--- src/rtl/avalon_mem_arbiter.sv ---
// -----------------------------------------------------------------------------
// avalon_mem_arbiter
//
// Two-master Avalon-MM arbiter in front of the single RAM slave. m0 is the CPU
// bus master, m1 is the instruction-load/debug master. One master owns the
// slave at a time. Its transfer is forwarded combinationally. The other master
// is held off with waitrequest.
//
// Build option:
//   ARB_ROUND_ROBIN_EN  defined   -> round-robin. On a tie, the master that did
//                                    not complete the last transfer wins.
//                       undefined -> fixed priority. m1 always beats m0.
//
// Ports:
//   clk, reset_n                     clock, asynchronous active-low reset
//   m0_*/m1_* address, read, write,  master-side request inputs
//     writedata, byteenable
//   m0_waitrequest, m1_waitrequest   per-master stall
//   m0_readdata, m1_readdata         broadcast of s_readdata
//   s_address, s_writedata,          slave-side request, muxed from the owner
//     s_byteenable, s_read, s_write
//   s_waitrequest, s_readdata        slave-side response
//   grant                            one-hot owner (01 = m0, 10 = m1, 00 = idle)
// -----------------------------------------------------------------------------
// state   | meaning
// --------+-------------------------------------------------------------------
// IDLE    | nobody owns the slave; strobes low; arbitrate pending requests
// G0      | m0 owns the slave; leave on completion or when m0 drops its request
// G1      | m1 owns the slave; leave on completion or when m1 drops its request
// -----------------------------------------------------------------------------
module avalon_mem_arbiter #(
    parameter int ADDR_W = 32,
    parameter int DATA_W = 32
) (
    input  logic                  clk,
    input  logic                  reset_n,

    input  logic [ADDR_W-1:0]     m0_address,
    input  logic                  m0_read,
    input  logic                  m0_write,
    input  logic [DATA_W-1:0]     m0_writedata,
    input  logic [DATA_W/8-1:0]   m0_byteenable,
    output logic                  m0_waitrequest,
    output logic [DATA_W-1:0]     m0_readdata,

    input  logic [ADDR_W-1:0]     m1_address,
    input  logic                  m1_read,
    input  logic                  m1_write,
    input  logic [DATA_W-1:0]     m1_writedata,
    input  logic [DATA_W/8-1:0]   m1_byteenable,
    output logic                  m1_waitrequest,
    output logic [DATA_W-1:0]     m1_readdata,

    output logic [ADDR_W-1:0]     s_address,
    output logic                  s_read,
    output logic                  s_write,
    output logic [DATA_W-1:0]     s_writedata,
    output logic [DATA_W/8-1:0]   s_byteenable,
    input  logic                  s_waitrequest,
    input  logic [DATA_W-1:0]     s_readdata,

    output logic [1:0]            grant
);

    // The encoding doubles as the one-hot grant vector.
    localparam logic [1:0] ST_IDLE = 2'b00;
    localparam logic [1:0] ST_G0   = 2'b01;
    localparam logic [1:0] ST_G1   = 2'b10;

    localparam logic LAST_M0 = 1'b0;
    localparam logic LAST_M1 = 1'b1;

    logic [1:0] state;
    logic [1:0] state_nxt;
    logic       last;
    logic       last_nxt;

    logic       m0_req;
    logic       m1_req;
    logic       pick_m1;

    assign m0_req = m0_read | m0_write;
    assign m1_req = m1_read | m1_write;

    // pick_m1 only matters while IDLE with at least one request pending.
`ifdef ARB_ROUND_ROBIN_EN
    // A lone requester wins. On a tie, m1 wins only if m0 completed last.
    assign pick_m1 = m1_req & (~m0_req | (last == LAST_M0));
`else
    // Fixed priority. The loader always wins. last is tracked but not consulted.
    assign pick_m1 = m1_req;
`endif

    always_comb begin
        state_nxt = state;
        last_nxt  = last;
        case (state)
            ST_IDLE: begin
                if (pick_m1) begin
                    state_nxt = ST_G1;
                end else if (m0_req) begin
                    state_nxt = ST_G0;
                end
            end
            ST_G0: begin
                if (!m0_req) begin
                    // Abandoned transfer: release the slave, keep fairness history.
                    state_nxt = ST_IDLE;
                end else if (!s_waitrequest) begin
                    state_nxt = ST_IDLE;
                    last_nxt  = LAST_M0;
                end
            end
            ST_G1: begin
                if (!m1_req) begin
                    state_nxt = ST_IDLE;
                end else if (!s_waitrequest) begin
                    state_nxt = ST_IDLE;
                    last_nxt  = LAST_M1;
                end
            end
            default: begin
                state_nxt = ST_IDLE;
            end
        endcase
    end

    always_ff @(posedge clk or negedge reset_n) begin
        if (!reset_n) begin
            state <= ST_IDLE;
            last  <= LAST_M1;   // m0 takes the first round-robin tie
        end else begin
            state <= state_nxt;
            last  <= last_nxt;
        end
    end

    // The slave side is muxed from state. A reset therefore drops the strobes
    // and the grant as soon as reset_n falls, without waiting for a clock edge.
    always_comb begin
        s_address      = '0;
        s_read         = 1'b0;
        s_write        = 1'b0;
        s_writedata    = '0;
        s_byteenable   = '0;
        m0_waitrequest = 1'b1;
        m1_waitrequest = 1'b1;
        case (state)
            ST_G0: begin
                s_address      = m0_address;
                s_read         = m0_read;
                s_write        = m0_write;
                s_writedata    = m0_writedata;
                s_byteenable   = m0_byteenable;
                m0_waitrequest = s_waitrequest;
            end
            ST_G1: begin
                s_address      = m1_address;
                s_read         = m1_read;
                s_write        = m1_write;
                s_writedata    = m1_writedata;
                s_byteenable   = m1_byteenable;
                m1_waitrequest = s_waitrequest;
            end
            default: begin
            end
        endcase
    end

    assign grant       = state;
    assign m0_readdata = s_readdata;
    assign m1_readdata = s_readdata;

endmodule

--- config.mk ---
export PLATFORM = sky130hd
export DESIGN_NAME = avalon_mem_arbiter
export DESIGN_NICKNAME = d
export VERILOG_FILES = /design/src/rtl/avalon_mem_arbiter.sv
export SDC_FILE = /design/constraint.sdc
export NUM_CORES = 1
export LEC_CHECK = 0
export ABC_CLOCK_PERIOD_IN_PS = 3600
export CORE_AREA = 2 2 120 122
export DETAILED_ROUTE_END_ITERATION = 12
export DIE_AREA = 0 0 122 124
export GPL_TIMING_DRIVEN = 0
export PLACE_DENSITY = 0.55
export SLEW_MARGIN = 10
export SYNTH_ARGS = -nofsm -noshare
export SYNTH_HDL_FRONTEND = slang
export SYNTH_SLANG_ARGS = --single-unit
export TNS_END_PERCENT = 50
--- constraint.sdc ---
create_clock -name clk -period 3.6 [get_ports clk]
set_input_delay 0.72 -clock clk [delete_from_list [all_inputs] [get_ports clk]]
set_output_delay 0.72 -clock clk [all_outputs]
set_load 0.05 [all_outputs]
==> results of run 1 <==
[report_power, final]
part / leakage (nW) / internal, mW / total [mW] / switching, mW
clock: 0.0370 / 0.141 / 0.165 / 0.0241
sequential: 0.0256 / 0.0304 / 0.0462 / 0.0159
combinational: 1.79 / 1.13 / 2.82 / 1.68
total: 1.85 / 1.31 / 3.03 / 1.72
[final cells by class]
type | instances | area, um^2 | area share [%]
inverters | 2 | 7.51 | 0.149
flip-flops and latches | 2 | 50.0 | 0.995
multi-input cells | 162 | 1190 | 23.6
plain buffers | 87 | 683 | 13.6
repair buffers | 280 | 2810 | 55.7
clock buffers | 3 | 75.1 | 1.49
well taps | 180 | 225 | 4.48
[synthesized netlist by cell type]
cell | count | area (um^2)
ha_1 | 5 | 62.6
o21ba_2 | 1 | 10.0
nor2b_1 | 71 | 444
buf_6 | 14 | 158
o21ai_1 | 2 | 10.0
dfrtp_1 | 2 | 50.1
nand2b_1 | 2 | 12.5
o21a_1 | 1 | 7.51
nor2_1 | 1 | 3.75
or2_1 | 1 | 6.26
nor3b_1 | 2 | 15.0
o21ai_0 | 1 | 5.00
a32oi_1 | 1 | 8.76
inv_1 | 2 | 7.51
a22oi_2 | 10 | 125
nand3b_1 | 2 | 15.0
a21oi_1 | 2 | 10.0
a22oi_1 | 60 | 450
clkbuf_1 | 4 | 15.0
buf_2 | 3 | 15.0
buf_4 | 66 | 495
[stage by stage]
step	cell area [um^2]	worst slack [ps]	power (mW)	utilization, %
after global routing	5030	53.2	3.20	36.7
final	5030	263	3.03	36.7
after detailed placement	4950	407	2.90	36.1
after CTS	5030	142	3.08	36.7
after floorplan	1930	721	1.96	-
after global placement	4950	396	2.88	36.1
[final timing paths]
check                                startpoint              endpoint
hold / removal             grant[0]$_DFFE_PN0P_  grant[0]$_DFFE_PN0P_
setup reg to reg           grant[0]$_DFFE_PN0P_  grant[0]$_DFFE_PN0P_
max in group asynchronous               reset_n  grant[0]$_DFFE_PN0P_
min in group asynchronous               reset_n  grant[1]$_DFFE_PN0P_
setup / recovery           grant[1]$_DFFE_PN0P_       s_writedata[24]
hold reg to reg            grant[0]$_DFFE_PN0P_  grant[0]$_DFFE_PN0P_
[logic make-up after synthesis]
kind of cell / after synthesis / share of synthesized area (%)
adders and majority gates: 5 / 3.25
AOI/OAI and AO/OA: 78 / 32.5
DFF: 2 / 2.60
and+or+nand+nor: 79 / 25.8
buffers and inverters: 89 / 35.8
[per-layer routing]
layer | up-vias | global-route usage (%) | wire length [um]
met3 | 4 | 1.97 | 859
met4 | 0 | 1.44 | 59
met2 | 143 | 22.8 | 5690
met5 | - | 0 | 0
met1 | 1290 | 15.2 | 4170
li1 | 1395 | - | -
[critical path: cells and delay by family, from the launching register on]
family | cells | cell delay [ps]
and+or+nand+nor | 1 | 190
DFF | 1 | 460
buffers and inverters | 3 | 1250
adders and majority gates | 1 | 480
==> impl_results.md, run 1 <==
- Sum Neg Setup Slack: 0 ps
- Post_cts resized: 0
- IO Pins: between 300 and 400
- Hold Path Class: register to register
- # port buffers: 280
- Root Buffer: clkbuf_16
- Fillers: ~1.4k
- Total gr overflow: 0
- Clock transition at the registers of the reported paths: approximately 30 ps
- Fin crit share: between 90% and 100%
- Post-Layout Cell Count: 716
- HPWL after DPL: between 9 and 10 mm
- Synth Cell Area: a little under 2000 um^2
- Die area: between 15000 and 20000 um^2
- Fmax: ~300 MHz
- Max reg flops: 2
- Outcome: finished clean
- Clock Path Buffers: 2
- H-tree Lvls: 1
- Cells after Synth: 253
- TritonCTS Buffers: 3
- # rows: between 40 and 50
- Clock sink total: 2
- Placed insts: 713
- Yosys cell types: 21
- Core Box Area: 13700 um^2
- Mean routed wirelength per cell: 15.0 um
- GRT Total Usage: between 10% and 20%
- Synth warn: 0
- Initial core utilization: 14.0%
- CTS tree: built
- Initial antenna violation count: 0
- Ant. Diodes: 0
- Worst path slowest cell: clkdlybuf4s50_1
- Crit path kind: register to output port
- Max Cap Viol: 0
- Buffer count from post-CTS setup fixing: 0
- Via count: 2832
- CP Max Fanout: 10
- Syn Area/Cell: approximately 7.6 um^2
- Seq/Total Area, Yosys: between 2 and 3%
- Hold Crit Depth: 2
- DR iter-0 viols: 77
- Die Wd: 122 um
- Vias in the first global route: 2744
- Layout cells sized above 1: a little under a fifth
- Tmin final: 3340 ps
- Maximum vdd drop: ~0.32 mV
- Unrepaired setup endpoints after global routing: false
- Worst setup SP type: register
- Total routed wirelength: 10.8 mm
- DRC viols: 0
- Vias/cell: 3.96
- Initial DRT Pass Iterations: 4
- Final hold violation count: 0
- FF-to-FF path depth: 6
- Worst-margin pin slew: 559 ps
- Data arrival time of the worst path: 2620 ps
- Commonest non-fill, non-tap cell in the layout: clkdlybuf4s50_1
- GPL Wtd Cong: roughly 0.79
- Crit path cell chain: inv_1 > ha_1 > clkbuf_1 > nor2b_1 > clkdlybuf4s50_1
- Area Growth Syn to Fin: 161%
- Final Skew: about 0.65 ps
- Final Max Slew Viols: 0
- Post-route ant nets: 0
- Die Y: roughly 120 um
- Syn_nets: 433
- Hold-fix buffers, CTS: 0
- Lkg Pwr: around 1.9 nW
- #FFs+latches synth: 2
- Final net count: around 720
- Slew HR: ~63%
- Global-route wire length before repair: about 15 mm
- Critical path's largest stage delay: between 800 and 900 ps
- Min Hold Slack: around 650 ps
- Clock Latency Late Sink: 220 ps
- Worst Path Required: approximately 2900 ps
- Most frequent cells in the layout: 279 x clkdlybuf4s50_1, 71 x nor2b_1, 66 x buf_4
- Power Density: between 600 and 700 nW/um^2
- Setup violators final: 0
- Setup crit end kind: output port
- Largest net degree at the start of global routing: 11
- R2r setup slk: approximately 2200 ps
Note: power is estimated with default switching activity, not from simulation.
==> inputs of run 2 (changes only) <==
- SKIP_LAST_GASP: not set -> 1
==> results of run 2 <==
The final DEF is identical to that of run 1; final timing and power are the same.
==> inputs of run 3 (changes only) <==
- GPL_ROUTABILITY_DRIVEN: not set -> 0
==> results of run 3 <==
The final DEF is identical to that of run 1; final timing and power are the same.
